===== config.mk =====
export PLATFORM = sky130hd
export DESIGN_NAME = rom_read_arbiter
export DESIGN_NICKNAME = d
export VERILOG_FILES = /design/src/rtl/rom_read_arbiter.sv
export SDC_FILE = /design/constraint.sdc
export NUM_CORES = 1
export LEC_CHECK = 0
export BUFFER_PORTS_ARGS = -buffer_cell sky130_fd_sc_hd__buf_2
export CORE_MARGIN = 5
export CORE_UTILIZATION = 28
export CTS_CLUSTER_DIAMETER = 120
export CTS_CLUSTER_SIZE = 8
export DETAILED_ROUTE_END_ITERATION = 8
export GPL_TIMING_DRIVEN = 0
export HOLD_SLACK_MARGIN = 0.15
export PLACE_DENSITY = 0.54
export REMOVE_ABC_BUFFERS = 1
export SYNTH_ARGS = -nofsm -noshare
export SYNTH_HDL_FRONTEND = slang
export SYNTH_SLANG_ARGS = --single-unit

===== constraint.sdc =====
create_clock -name clk -period 3.9 [get_ports clk]
set_input_delay 0.78 -clock clk [delete_from_list [all_inputs] [get_ports clk]]
set_output_delay 0.78 -clock clk [all_outputs]
set_load 0.02 [all_outputs]

===== src/rtl/rom_read_arbiter.sv =====
// Round-robin arbiter sharing one synchronous-read ROM port among N_REQ requesters.
// Responses come back in grant order on one valid/ready channel tagged with the requester index.
module rom_read_arbiter #(
  parameter int unsigned N_REQ      = 4,
  parameter int unsigned ADDR_WIDTH = 3,
  parameter int unsigned DATA_WIDTH = 9,
  parameter int unsigned ID_WIDTH   = $clog2(N_REQ)
) (
  input  logic                        clk,
  input  logic                        rst,
  input  logic [N_REQ-1:0]            req_valid,
  input  logic [N_REQ*ADDR_WIDTH-1:0] req_addr,
  output logic [N_REQ-1:0]            req_ready,
  output logic                        rom_rd_en,
  output logic [ADDR_WIDTH-1:0]       rom_addr,
  input  logic [DATA_WIDTH-1:0]       rom_data,
  output logic                        resp_valid,
  input  logic                        resp_ready,
  output logic [ID_WIDTH-1:0]         resp_id,
  output logic [DATA_WIDTH-1:0]       resp_data
);

  if (N_REQ < 2 || N_REQ > 16) begin : g_bad_n_req
    $error("rom_read_arbiter: N_REQ must be within 2..16");
  end
  if (ID_WIDTH < $clog2(N_REQ)) begin : g_bad_id_width
    $error("rom_read_arbiter: ID_WIDTH too narrow for N_REQ");
  end

  logic [ID_WIDTH-1:0]   rr_ptr_q, rr_ptr_d;
  logic                  inflight_q, inflight_d;
  logic [ID_WIDTH-1:0]   inflight_id_q, inflight_id_d;
  logic                  resp_valid_q, resp_valid_d;
  logic [ID_WIDTH-1:0]   resp_id_q, resp_id_d;
  logic [DATA_WIDTH-1:0] resp_data_q, resp_data_d;

  logic                  stall;
  logic                  issue_ok;
  logic                  capture;
  logic                  gnt_valid;
  logic [ID_WIDTH-1:0]   gnt_idx;
  logic [ID_WIDTH-1:0]   cand_idx;

  // (base + off) mod N_REQ without a divider; off never exceeds N_REQ.
  function automatic logic [ID_WIDTH-1:0] wrap_idx(input int unsigned base,
                                                   input int unsigned off);
    int unsigned sum;
    sum = base + off;
    if (sum >= N_REQ) begin
      sum = sum - N_REQ;
    end
    return ID_WIDTH'(sum);
  endfunction

  assign stall    = resp_valid_q && !resp_ready;
  // A read still sitting in the ROM output must not be overwritten while the response is stuck.
  assign issue_ok = !(inflight_q && stall);
  assign capture  = inflight_q && !stall;

  always_comb begin
    gnt_valid = 1'b0;
    gnt_idx   = '0;
    cand_idx  = '0;
    if (!rst && issue_ok) begin
      for (int unsigned off = 1; off <= N_REQ; off++) begin
        cand_idx = wrap_idx(32'(rr_ptr_q), off);
        if (!gnt_valid && req_valid[cand_idx]) begin
          gnt_valid = 1'b1;
          gnt_idx   = cand_idx;
        end
      end
    end
  end

  always_comb begin
    req_ready = '0;
    rom_addr  = '0;
    if (gnt_valid) begin
      req_ready[gnt_idx] = 1'b1;
      rom_addr           = req_addr[32'(gnt_idx) * ADDR_WIDTH +: ADDR_WIDTH];
    end
  end

  assign rom_rd_en = gnt_valid;

  always_comb begin
    rr_ptr_d      = rr_ptr_q;
    inflight_d    = inflight_q;
    inflight_id_d = inflight_id_q;
    resp_valid_d  = resp_valid_q;
    resp_id_d     = resp_id_q;
    resp_data_d   = resp_data_q;

    if (gnt_valid) begin
      rr_ptr_d      = gnt_idx;
      inflight_d    = 1'b1;
      inflight_id_d = gnt_idx;
    end else if (capture) begin
      inflight_d = 1'b0;
    end

    if (capture) begin
      resp_valid_d = 1'b1;
      resp_id_d    = inflight_id_q;
      resp_data_d  = rom_data;
    end else if (resp_valid_q && resp_ready) begin
      resp_valid_d = 1'b0;
    end
  end

  always_ff @(posedge clk or posedge rst) begin
    if (rst) begin
      rr_ptr_q      <= ID_WIDTH'(N_REQ - 1);
      inflight_q    <= 1'b0;
      inflight_id_q <= '0;
      resp_valid_q  <= 1'b0;
      resp_id_q     <= '0;
      resp_data_q   <= '0;
    end else begin
      rr_ptr_q      <= rr_ptr_d;
      inflight_q    <= inflight_d;
      inflight_id_q <= inflight_id_d;
      resp_valid_q  <= resp_valid_d;
      resp_id_q     <= resp_id_d;
      resp_data_q   <= resp_data_d;
    end
  end

  assign resp_valid = resp_valid_q;
  assign resp_id    = resp_id_q;
  assign resp_data  = resp_data_q;

endmodule

==> results of run 1 <==
-- kinds of logic after synthesis --
kind of cell | after synthesis
AO/OA/AOI/OAI | 14
buffers and inverters | 4
flip-flops | 17
multiplexers | 17
AND/OR/NAND/NOR | 17
-- flip-flops by register name, indices dropped and copies added, names as in the netlist --
signal         flops
inflight_q         1
rr_ptr_q           2
inflight_id_q      2
resp_id            2
resp_valid         1
resp_data          9
-- worst register-to-register path: cells and delay by family, from the launching register on --
family          cells  cell delay (ns)
flops               1             0.55
compound gates      3             0.73
simple gates        2             0.34
-- layer usage --
metal	global-route usage	part of all wire	up-vias
met5	0	0	-
met4	0.0396	0.014	0
met3	0.0345	0.042	2
met2	0.182	0.58	14
met1	0.0986	0.36	327
li1	-	-	344
-- synth_stat cells --
| cell | n | share of area |
|---|---|---|
| a211oi_4 | 1 | 0.024 |
| a21o_1 | 2 | 0.018 |
| a21oi_1 | 1 | 0.0060 |
| buf_2 | 1 | 0.0060 |
| clkbuf_1 | 1 | 0.0045 |
| dfrtp_1 | 15 | 0.45 |
| dfstp_2 | 2 | 0.063 |
| inv_1 | 2 | 0.0090 |
| mux2_2 | 11 | 0.15 |
| mux2i_1 | 6 | 0.072 |
| nand2_1 | 2 | 0.0090 |
| nand2b_1 | 4 | 0.030 |
| nor2_1 | 4 | 0.018 |
| nor2_2 | 1 | 0.0075 |
| nor2b_1 | 2 | 0.015 |
| nor3_1 | 1 | 0.0060 |
| nor4_1 | 1 | 0.0075 |
| o211ai_1 | 1 | 0.0090 |
| o21a_1 | 4 | 0.036 |
| o21ai_2 | 1 | 0.011 |
| o221ai_1 | 1 | 0.011 |
| o22ai_1 | 3 | 0.023 |
| or2_2 | 2 | 0.015 |
-- how the worst max path moves through the flow --
| stage | slack, ns | cells past startpoint | start | to |
|---|---|---|---|---|
| after floorplan | 1.13 | 5 | resp_ready | rom_addr[0] |
| after global placement | 1.02 | 7 | req_valid[3] | rom_addr[1] |
| after detailed placement | 0.99 | 7 | req_valid[3] | rom_addr[1] |
| after CTS | 0.99 | 7 | req_valid[3] | rom_addr[1] |
| after global routing | 0.81 | 7 | req_valid[3] | req_ready[2] |
| final | 1.0 | 7 | req_valid[3] | rom_addr[1] |
-- power groups by stage --
| stage | Clock (mW) | Sequential [mW] | Combinational, mW |
|---|---|---|---|
| 2_1_floorplan | 0 | 0.305 | 0.130 |
| 3_3_place_gp | 0 | 0.259 | 0.258 |
| 3_5_place_dp | 0 | 0.261 | 0.261 |
| 4_1_cts | 0.0951 | 0.257 | 0.262 |
| 5_1_grt | 0.104 | 0.265 | 0.280 |
| 6_report | 0.0899 | 0.257 | 0.256 |
-- through the flow --
| step | instances | hold WS (ns) | cell area (um2) |
|---|---|---|---|
| finish | 149 | 0.496 | 1120 |
| global route | 149 | 0.526 | 1120 |
| CTS | 149 | 0.502 | 1120 |
| detailed placement | 145 | 0.480 | 1100 |
| global placement | 145 | 0.474 | 1100 |
| floorplan | 67 | 0.460 | 823 |
-- final cells by class --
| type | instances | area [um2] |
|---|---|---|
| repair buffers | 47 | 235 |
| fillers | 297 | 1680 |
| well taps | 31 | 38.8 |
| clock buffers | 3 | 22.5 |
| inverters | 2 | 7.51 |
| clock inverters | 1 | 5.00 |
| flip-flops and latches | 17 | 428 |
| multi-input cells | 48 | 388 |
==> flow_summary.ini, run 1 <==
[synthesis]
yosys.area_share.adder = 0
yosys-mux-area-fraction = 0.221
synth_compound_area_frac = 0.137
ys_ff_latch = 17
synth-xor-area-share = 0
yosys.area_share.simple = 0.108
netlist_area_um2 = 832
synthDistinctLibCells = 23
seq_area_frac_synth = 0.514
synth_top_family_by_area = multiplexers
yosys_warnings = 0
syn_inst = 69
synth.avg_cell_area_um2 = 12.1

[detailed_routing]
drtIter0Drc = 17
drc = 0
ant_nets = 0
wl_per_cell_um = 12.6
drt_first_pass_iters = 2
drt-total-wl_um = 1870
vias = 687
viasPerCell = 4.61

[layout]
finalNetCount = 147
layout_commonest_cell = buf_2
mostFrequentLayoutCells = 47 x buf_2, 15 x dfrtp_1, 11 x mux2_2
syn_to_final_growth_pct = 35.2
utilization = 0.401
drive_gt1_frac = 0.585
diodes = 0

[outcome]
status = completed

[setup_path]
worst_path_max_delay_cell = a211oi_4
crit_arrival_ns = 2.12
cp_max_fo = 9
reg2reg_depth = 5
critPathCaptureType = output pin
crit_top_cell = buf_2
max_stage_delay_ns = 0.50
crit_type = in -> out
crit_chain = buf_2 -> nand2b_1 -> o21ai_2 -> a211oi_4 -> mux2i_1 -> o22ai_1 -> buf_2
worst-path-buf-inv = 2
rr_endpoint = inflight_id_q[0]
required_ns = 3.12
startpoint_type = input pin
rr_startpoint = rr_ptr_q[0]
critPathTopFamily = compound AO/OA/AOI/OAI gates
r2r_slack_ns = 2.19

[placement]
dpl.hpwl_um = 1550
gp_congestion = 0.689
port_buffers = 47
dp_slack_ns = 0.992

[timing]
min_period_over_period = 0.744
rsz0062_at_grt = no
drv_slew = 0
tns_ns = 0
layout_min_cycle_time_ns = 2.90
fmax_mhz = 345
setup_viol = 0
hold_viol = 0
finClkSkew_ns = 0.00113
worst_slack_ns = 0.999
relSlewSlack = 0.589
tightest_slew_ns = 0.616

[power]
p_sw_frac = 0.368
internal_power_mw = 0.381
combPwrFrac = 0.425
fin_total_pwr_mw = 0.603
power.switching_mw = 0.222
leakage_nw = 0.564
pwr-share-seq = 0.426
clkPwrFrac = 0.149
power_density_mw_per_mm2 = 536
peakVddDrop_mv = 0.273

[worst_hold_path]
holdCritStartpoint = inflight_id_q[0]
hold_depth = 1
min_to = inflight_id_q[0]
hp-class = reg -> reg

[die]
start_util = 0.297
io_pins = 48
die_x_um = 64.5
num_rows = 19
dieArea_mm2 = 0.00416
die_h_um = 64.5
core_region_area_mm2 = 0.00281

[clocking]
cts_resized = 0
clock_path_buffers = 2
clock-sinks = 17
clk_pin_slew_ns = 0.09
ctsHtreeMaxLevel = 1
postCtsSetupRepairBufs = 0
cts_root_buf = clkbuf_4
cts_made_buffers = 3
ctsHoldBuffers = 0
insertion_delay_ns = 0.28
cts_tree = done

[flow_run]
cap_violations = 0

[global_routing]
grt_pass1_vias = 740
grt_max_degree = 18
grt_first_pass_wirelength_um = 3170
antenna_found_initial = 0
gr-total-overflow = 0
globalRouteTotalUtil = 0.0976
(Power assumes the default switching activity.)
==> run 2: changes to the inputs <==
PLACE_DENSITY = 0.56   (was 0.54)
clock period = 2.65 ns   (was 3.9 ns; I/O delays follow)
==> run 2 against run 1 <==
First-iteration DRC count is 35% higher; clock power up 43%; count of clock-buffer cells in the layout up 1; setup slack lost 0.79 ns; sequential power rose by 48%; cell area up 2.1%; critical path depth is the same; die area is the same; via count rose by 2.2%; sequential cell count unchanged.
==> flow_summary.ini, run 2 (synthesis results as in run 1) <==
[outcome]
status = completed

[power]
power_density_mw_per_mm2 = 791
leakage_nw = 0.572
peakVddDrop_mv = 0.403

[setup_path]
required_ns = 2.12
cp_max_fo = 9
crit_cells = 7
crit_arrival_ns = 1.92
critPathLaunch = rr_ptr_q[0]
critPathTopFamily = flip-flops
critPathCaptureType = output pin
max_stage_delay_ns = 0.55
startpoint_type = register
reg2reg_depth = 3
crit_chain = nand2b_1 -> a21oi_1 -> a211oi_4 -> buf_12 -> mux2i_1 -> o22ai_1 -> buf_2
worst-path-buf-inv = 2
rr_startpoint = resp_valid
worst_path_max_delay_cell = dfstp_2
crit_type = reg -> out

[layout]
instances_no_fill = 150
finalNetCount = 148
mostFrequentLayoutCells = 47 x buf_2, 15 x dfrtp_1, 11 x mux2_2
syn_to_final_growth_pct = 38.0
layout_commonest_cell = buf_2
utilization = 0.409
largest_reg_flops = 9
drive_gt1_frac = 0.580
diodes = 0

[clocking]
insertion_delay_ns = 0.28
clock-sinks = 17
clock_path_buffers = 2
ctsHtreeMaxLevel = 1
clk_pin_slew_ns = 0.09
ctsHoldBuffers = 0
cts_tree = done
cts_made_buffers = 3
cts_root_buf = clkbuf_4

[die]
num_rows = 19
dieArea_mm2 = 0.00416
die_x_um = 64.5
die_h_um = 64.5
start_util = 0.297
io_pins = 48
core_region_area_mm2 = 0.00281

[timing]
setup_viol = 0
fmax_mhz = 409
rsz0062_at_grt = no
layout_min_cycle_time_ns = 2.45
holdWs_ns = 0.325
hold_viol = 0
relSlewSlack = 0.587
drv_slew = 0
tightest_slew_ns = 0.618
tns_ns = 0
finClkSkew_ns = 0.000558
min_period_over_period = 0.923

[detailed_routing]
drt-total-wl_um = 1940
drtIter0Drc = 23
ant_nets = 0
drt_first_pass_iters = 3
drc = 0
wl_per_cell_um = 13.0
viasPerCell = 4.68
vias = 702

[global_routing]
antenna_found_initial = 0
globalRouteTotalUtil = 0.0970
grt_first_pass_wirelength_um = 3270
grt_max_degree = 18
grt_pass1_vias = 758
gr-total-overflow = 0

[placement]
port_buffers = 47
gp_congestion = 0.677
place_inst = 145
dpl.hpwl_um = 1600

[worst_hold_path]
hp-class = in -> async

[flow_run]
cap_violations = 0
run 2: per-layer routing:
metal  up-vias  share of wire  GRT usage
met1       342           0.38      0.100
met4         0         0.0062     0.0237
met5         -              0          0
met3         2          0.026     0.0276
li1        348              -          -
met2        10           0.59      0.191
run 2: cell type report:
class                      instances  area (um2)
clock buffer                       4        26.3
fill                             298        1660
inverter                           2        7.51
multi-input combinational         48         393
sequential                        17         428
tap                               31        38.8
timing repair buffer              48         255
run 2: path summary, 6_finish.rpt:
check                              endpoint  slack, ns
max                             rom_addr[2]       0.20
min                              resp_valid       0.32
max reg2reg                    resp_data[8]       1.08
min reg2reg                inflight_id_q[0]       0.50
max in group asynchronous        resp_id[1]       1.93
min in group clk               resp_data[5]       0.48
run 2: what timing repair did:
item	4_1_cts	5_1_grt
buffers inserted	0	1
endpoints found under the setup margin	0	5
resized for setup	0	1
run 2: report_power, final:
group	leakage [nW]	total, mW	switching (mW)	internal, mW
combinational	0.364	0.399	0.216	0.183
sequential	0.193	0.380	0.0414	0.339
clock	0.0150	0.129	0.0711	0.0583
run 2: through the flow:
stage	instance area [um2]	worst slack (ns)	power, mW
final	1150	0.205	0.908
after global placement	1100	0.284	0.761
after detailed placement	1100	0.256	0.770
after CTS	1120	0.0357	0.905
after floorplan	823	0.350	0.641
after global routing	1150	0.0668	0.974
